==> src/rtl/led_display_ctrl.sv <==
// rtl/led_display_ctrl.sv - registered LED driver with static, score, blink, chase and win-flash modes
// Optional feature: define LED_DIM_EN to add the brightness port and a 16-step PWM dimmer.
module led_display_ctrl #(
    parameter int LED_W       = 8,
    parameter int TICK_DIV    = 25000000,
    parameter int BLINK_TICKS = 1,
    parameter int FLASH_CNT   = 3
) (
    input  logic             clk,
    input  logic             rst_n,
    input  logic             mode_load,
    input  logic [2:0]       mode,
    input  logic [LED_W-1:0] pattern,
    input  logic [LED_W-1:0] score,
`ifdef LED_DIM_EN
    input  logic [3:0]       brightness,
`endif
    output logic [LED_W-1:0] leds_out,
    output logic             flash_done
);

    localparam int PRE_W   = $clog2(TICK_DIV);
    localparam int CHASE_W = (LED_W > 1) ? $clog2(LED_W) : 1;
    localparam int SUB_W   = (BLINK_TICKS > 1) ? $clog2(BLINK_TICKS) : 1;
    localparam int FL_W    = $clog2(FLASH_CNT + 1);

    localparam logic [PRE_W-1:0]   PRE_MAX   = PRE_W'(TICK_DIV - 1);
    localparam logic [CHASE_W-1:0] CHASE_MAX = CHASE_W'(LED_W - 1);
    localparam logic [SUB_W-1:0]   SUB_MAX   = SUB_W'(BLINK_TICKS - 1);
    localparam logic [FL_W-1:0]    FL_MAX    = FL_W'(FLASH_CNT);

    typedef enum logic [2:0] {
        MODE_OFF     = 3'd0,
        MODE_ON      = 3'd1,
        MODE_SCORE   = 3'd2,
        MODE_PATTERN = 3'd3,
        MODE_BLINK   = 3'd4,
        MODE_CHASE   = 3'd5,
        MODE_WIN     = 3'd6,
        MODE_FAULT   = 3'd7
    } mode_e;

    mode_e              mode_q, mode_d;
    logic [LED_W-1:0]   pattern_q, pattern_d;
    logic [PRE_W-1:0]   pre_q, pre_d;
    logic [CHASE_W-1:0] chase_q, chase_d;
    logic [SUB_W-1:0]   sub_q, sub_d;
    logic               blink_ph_q, blink_ph_d;
    logic [FL_W-1:0]    flash_cnt_q, flash_cnt_d;
    logic [LED_W-1:0]   leds_q, leds_d;
    logic               flash_done_q, flash_done_d;
    logic               tick;
    logic [FL_W-1:0]    flash_next;
    logic [LED_W-1:0]   mode_val;
    logic [LED_W-1:0]   fault_pat;
`ifdef LED_DIM_EN
    logic [3:0]         pwm_q, pwm_d;
`endif

    // State register; reset aborts any animation immediately.
    always_ff @(posedge clk or negedge rst_n) begin
        if (!rst_n) begin
            mode_q       <= MODE_OFF;
            pattern_q    <= '0;
            pre_q        <= '0;
            chase_q      <= '0;
            sub_q        <= '0;
            blink_ph_q   <= 1'b1;
            flash_cnt_q  <= '0;
            leds_q       <= '0;
            flash_done_q <= 1'b0;
`ifdef LED_DIM_EN
            pwm_q        <= '0;
`endif
        end else begin
            mode_q       <= mode_d;
            pattern_q    <= pattern_d;
            pre_q        <= pre_d;
            chase_q      <= chase_d;
            sub_q        <= sub_d;
            blink_ph_q   <= blink_ph_d;
            flash_cnt_q  <= flash_cnt_d;
            leds_q       <= leds_d;
            flash_done_q <= flash_done_d;
`ifdef LED_DIM_EN
            pwm_q        <= pwm_d;
`endif
        end
    end

    // Next-state: prescaler tick, mode load, per-mode animation, and the LED value for this mode.
    always_comb begin
        mode_d       = mode_q;
        pattern_d    = pattern_q;
        chase_d      = chase_q;
        sub_d        = sub_q;
        blink_ph_d   = blink_ph_q;
        flash_cnt_d  = flash_cnt_q;
        flash_done_d = 1'b0;
        fault_pat    = '0;
        mode_val     = '0;

        tick       = (pre_q == PRE_MAX);
        pre_d      = tick ? '0 : pre_q + 1'b1;
        flash_next = flash_cnt_q + 1'b1;

        for (int i = 0; i < LED_W; i++) begin
            fault_pat[i] = (i % 2 == 0);
        end

        case (mode_q)
            MODE_OFF:     mode_val = '0;
            MODE_ON:      mode_val = '1;
            MODE_SCORE:   mode_val = score;
            MODE_PATTERN: mode_val = pattern_q;
            MODE_BLINK:   mode_val = blink_ph_q ? score : '0;
            MODE_CHASE:   mode_val = LED_W'(1) << chase_q;
            MODE_WIN:     mode_val = blink_ph_q ? '1 : '0;
            MODE_FAULT:   mode_val = fault_pat;
            default:      mode_val = '0;
        endcase

`ifdef LED_DIM_EN
        pwm_d  = pwm_q + 1'b1;
        leds_d = mode_val & {LED_W{(pwm_q < brightness)}};
`else
        leds_d = mode_val;
`endif

        if (mode_load) begin
            // A load restarts every animation counter and swallows a coincident tick.
            mode_d      = mode_e'(mode);
            pattern_d   = pattern;
            pre_d       = '0;
            chase_d     = '0;
            sub_d       = '0;
            flash_cnt_d = '0;
            blink_ph_d  = 1'b1;
        end else if (tick) begin
            case (mode_q)
                MODE_BLINK: begin
                    if (sub_q == SUB_MAX) begin
                        sub_d      = '0;
                        blink_ph_d = ~blink_ph_q;
                    end else begin
                        sub_d = sub_q + 1'b1;
                    end
                end
                MODE_CHASE: begin
                    chase_d = (chase_q == CHASE_MAX) ? '0 : chase_q + 1'b1;
                end
                MODE_WIN: begin
                    blink_ph_d = ~blink_ph_q;
                    // A flash is counted each time the LEDs come back on.
                    if (!blink_ph_q) begin
                        if (flash_next == FL_MAX) begin
                            mode_d       = MODE_SCORE;
                            flash_done_d = 1'b1;
                            flash_cnt_d  = '0;
                            blink_ph_d   = 1'b1;
                        end else begin
                            flash_cnt_d = flash_next;
                        end
                    end
                end
                default: ;
            endcase
        end
    end

    assign leds_out   = leds_q;
    assign flash_done = flash_done_q;

endmodule

==> config.mk <==
export PLATFORM = sky130hd
export DESIGN_NAME = led_display_ctrl
export DESIGN_NICKNAME = d
export VERILOG_FILES = /design/src/rtl/led_display_ctrl.sv
export SDC_FILE = /design/constraint.sdc
export NUM_CORES = 1
export LEC_CHECK = 0
export ABC_AREA = 0
export ABC_CLOCK_PERIOD_IN_PS = 2100
export CAP_MARGIN = 20
export CORE_MARGIN = 2
export CORE_UTILIZATION = 45
export CTS_BUF_LIST = sky130_fd_sc_hd__clkbuf_4
export DETAILED_ROUTE_END_ITERATION = 6
export GPL_TIMING_DRIVEN = 0
export HOLD_SLACK_MARGIN = 0.15
export PLACE_DENSITY_LB_ADDON = 0.12
export SLEW_MARGIN = 10
export SYNTH_ARGS = -nofsm -noshare
export SYNTH_HDL_FRONTEND = slang
export SYNTH_SLANG_ARGS = --single-unit
==> constraint.sdc <==
create_clock -name clk -period 2.1 [get_ports clk]
set_input_delay 0.63 -clock clk [delete_from_list [all_inputs] [get_ports clk]]
set_output_delay 0.63 -clock clk [all_outputs]
set_load 0.005 [all_outputs]
==> results.py <==
metrics = {
    "outcome": {
        "status": "completed",
    },
    "sta": {
        "setup-violations-final": 0,
        "max_slew.worst_pin.slew_ns": 0.584,
        "skew_ns": 0.00648,
        "timing_hold_violations_final": 0,
        "final.setup.worst_slack_ns": 0.0719,
        "relSlewSlack_pct": 61.0,
        "fmax_mhz": 493,
        "finalCritPeriodShare_pct": 96.6,
        "drv_slew": 0,
        "period_minus_slack_ns": 2.03,
        "hold_slack_ns": 0.182,
    },
    "synth": {
        "synth_edf_count": 0,
        "synth_cells": 267,
        "synthArstFlopShare_pct": 100,
        "syn_area_per_cell_um2": 9.78,
        "synthFlopType": "dfrtp_1",
        "synth_area_um2": 2610,
        "ys_seq_elements": 51,
        "seq_area_frac_synth_pct": 48.9,
        "yosysWarningCount": 0,
        "synth_cell_type_count": 39,
        "synth_nets": 296,
    },
    "floorplanning": {
        "dieArea_um2": 6430,
        "die_h_um": 80.2,
        "core_um2": 5540,
        "die_w_um": 80.2,
        "initial_core_util_pct": 47.1,
        "io-pin-count": 31,
        "rows": 27,
    },
    "power_and_ir_drop": {
        "p_sw_share_pct": 24.6,
        "seqPwrFrac_pct": 55.9,
        "finalPower_w": 0.00190,
        "comb_power_share_pct": 14.4,
        "leakagePower_nw": 1.25,
        "switching_power_w": 0.000468,
        "clockPowerShare_pct": 29.7,
        "power_density_nw_per_um2": 596,
        "ir_drop_uv": 312,
        "p_int_w": 0.00143,
    },
    "clock_network": {
        "cts_buffer_depth": 2,
        "clockRootBuffer": "clkbuf_4",
        "numCtsBuffers": 5,
        "cts_sinks": 51,
        "cts_max_level": 2,
        "cts_hold_buf": 0,
        "cts.reportedPaths.clkPinSlew_ns": 0.15,
        "cts_tree": "done",
        "clkLatencyLatePin_ns": 0.36,
    },
    "grt": {
        "grt_pass1_vias": 2023,
        "grt_max_degree": 35,
        "grt_use_total_pct": 19.1,
        "antenna_found_initial": 0,
        "grt_overflow_total": 0,
        "grt_pass1_wl_mm": 9.56,
    },
    "worst_setup_path": {
        "r2r_slack_ns": 0.07,
        "timing.rr.start": "pre_q[0]",
        "end_kind": "flop",
        "critPathSlowestCell": "or4_1",
        "crit_end": "pre_q[24]",
        "cp.arrival_ns": 2.34,
        "crit_path_start": "pre_q[0]",
        "critPathKind": "flop to flop",
        "crit_chain": "ha_4, nand3_1, or4_4, buf_4, or4_1, a21oi_2",
        "start_kind": "flop",
        "path_max_fanout": 10,
        "cp.required_ns": 2.41,
        "worstReg2RegEnd": "pre_q[24]",
        "critical_path.max_stage_delay_ns": 0.49,
        "worst-r2r-cell-count": 6,
    },
    "final_layout": {
        "syn_to_final_growth_pct": 22.2,
        "antennaDiodeCount": 0,
        "nNetsFinal": 338,
        "drive_gt1_share_pct": 16.1,
        "final_area_um2": 3190,
        "fin_cells": 382,
    },
    "routing": {
        "wl_per_cell_um": 14.9,
        "final_antenna_net_count": 0,
        "drc": 0,
        "routed_wl_mm": 5.68,
        "via_per_inst": 5.66,
        "drt_iter0_drc": 82,
        "num_vias": 2163,
        "firstDrtPassIters": 4,
    },
    "placement": {
        "io_buffers": 29,
        "place_area_um2": 3010,
        "placed_cells": 369,
        "dp_hpwl_mm": 4.08,
        "dpl_worst_slack_ns": -0.251,
        "gp_congestion": 0.801,
    },
    "flow_run": {
        "maxCapViolations": 0,
    },
    "worst_hold_path": {
        "min_path_type": "input pin to async pin",
    },
}
-- synthesized netlist by cell type (2+ instances only) --
cell type  instances  area [um2]
nor4_1             4        25.0
a21oi_1           32         160
inv_1             13        48.8
nand3_1            7        35.0
nor2b_1            4        25.0
mux2_2            11         124
nand2_1           19        71.3
ha_1               7        87.6
nor3_1             2        10.0
o211ai_1           4        30.0
or4_1              8        60.1
nand4_1           12        75.1
a211oi_1           4        30.0
o31ai_1           10        75.1
xor2_1             5        43.8
clkbuf_1          11        41.3
dfrtp_1           50        1250
and4_1             6        52.6
nor2_1            17        63.8
or3_1              6        37.5
and2_1             2        12.5
o21ai_0           11        55.1
xnor2_1            6        52.6
-- kinds of logic (layout without fill, tap and decap cells) --
group / count (synthesis) / count (layout) / synth area share [%]
buffers and inverters: 26 / 69 / 3.79
muxes: 12 / 12 / 5.13
DFF: 51 / 51 / 48.9
xor gates and xnor gates: 11 / 11 / 3.69
and+or+nand+nor: 95 / 95 / 20.6
adders and majority gates: 7 / 7 / 3.35
AOI/OAI and AO/OA: 65 / 65 / 14.6
-- layout by cell type (no fill, tap or decap), drive strengths merged, types with 8 or more instances in the layout --
cell type      Yosys  final
nor2              17     17
or4                8      8
inv               13     13
mux2              11     11
dfrtp             50     50
nand4             13     13
clkbuf            11     12
clkdlybuf4s50      0     28
a21oi             32     32
buf                2     13
o21ai             11     11
o31ai             10     10
nand2             19     19
-- metal layers --
| layer | global-route usage, % | routed length [um] | vias to the layer above |
|---|---|---|---|
| met5 | 0 | 0 | - |
| li1 | - | - | 1063 |
| met2 | 31.6 | 2780 | 33 |
| met1 | 25.2 | 2650 | 1058 |
| met4 | 6.10 | 73 | 0 |
| met3 | 3.60 | 179 | 9 |
-- critical path: cells and delay by family, from the launching register on --
kind / cells / cell delay, ns
buffers and inverters: 1 / 0.18
and+or+nand+nor: 3 / 1.01
AOI/OAI and AO/OA: 1 / 0.15
adders and majority gates: 1 / 0.19
DFF: 1 / 0.44
-- sequential cells by signal, summed over array words and instances (netlist names) --
register	flops
flash_done	1
pattern_q	8
chase_q	3
leds_out	8
flash_cnt_q	2
pre_q	25
blink_ph_q	1
mode_q	3
-- how the worst min path moves through the flow --
stage | end | slack [ns] | depth (start not counted)
final | pre_q[22] | 0.18 | 1
after global routing | pre_q[15] | 0.18 | 1
after CTS | pre_q[22] | 0.18 | 1
after detailed placement | pre_q[0] | 0.49 | 1
after global placement | pre_q[0] | 0.49 | 1
after floorplan | chase_q[0] | 0.33 | 0
-- power groups by stage --
stage / Clock [W] / Sequential (W) / Combinational (W)
after detailed placement: 0 / 0.00108 / 0.000272
after global placement: 0 / 0.00108 / 0.000267
after floorplan: 0 / 0.00108 / 0.000121
after CTS: 0.000591 / 0.00106 / 0.000275
after global routing: 0.000633 / 0.00107 / 0.000310
final: 0.000565 / 0.00106 / 0.000275
-- metrics by stage --
step	setup TNS (ns)	util, %
5_1_grt	-0.0124	57.6
2_1_floorplan	0	-
3_5_place_dp	-4.51	54.3
3_3_place_gp	-61.57	54.0
4_1_cts	0	55.9
6_report	0	57.6
-- area by class of cell --
class	count	area [um2]
Buffer	9	40.0
Clock buffer	5	37.5
Clock inverter	3	43.8
Fill cell	481	2350
Inverter	13	48.8
Multi-Input combinational cell	190	1270
Sequential cell	51	1280
Tap cell	72	90.1
Timing Repair Buffer	39	373
-- repair_timing --
item	4_1_cts	5_1_grt
pin swaps	0	2
setup endpoints to repair	21	23
buffers inserted	1	8
gates resized for setup	5	13
Note: power is estimated with default switching activity, not from simulation.
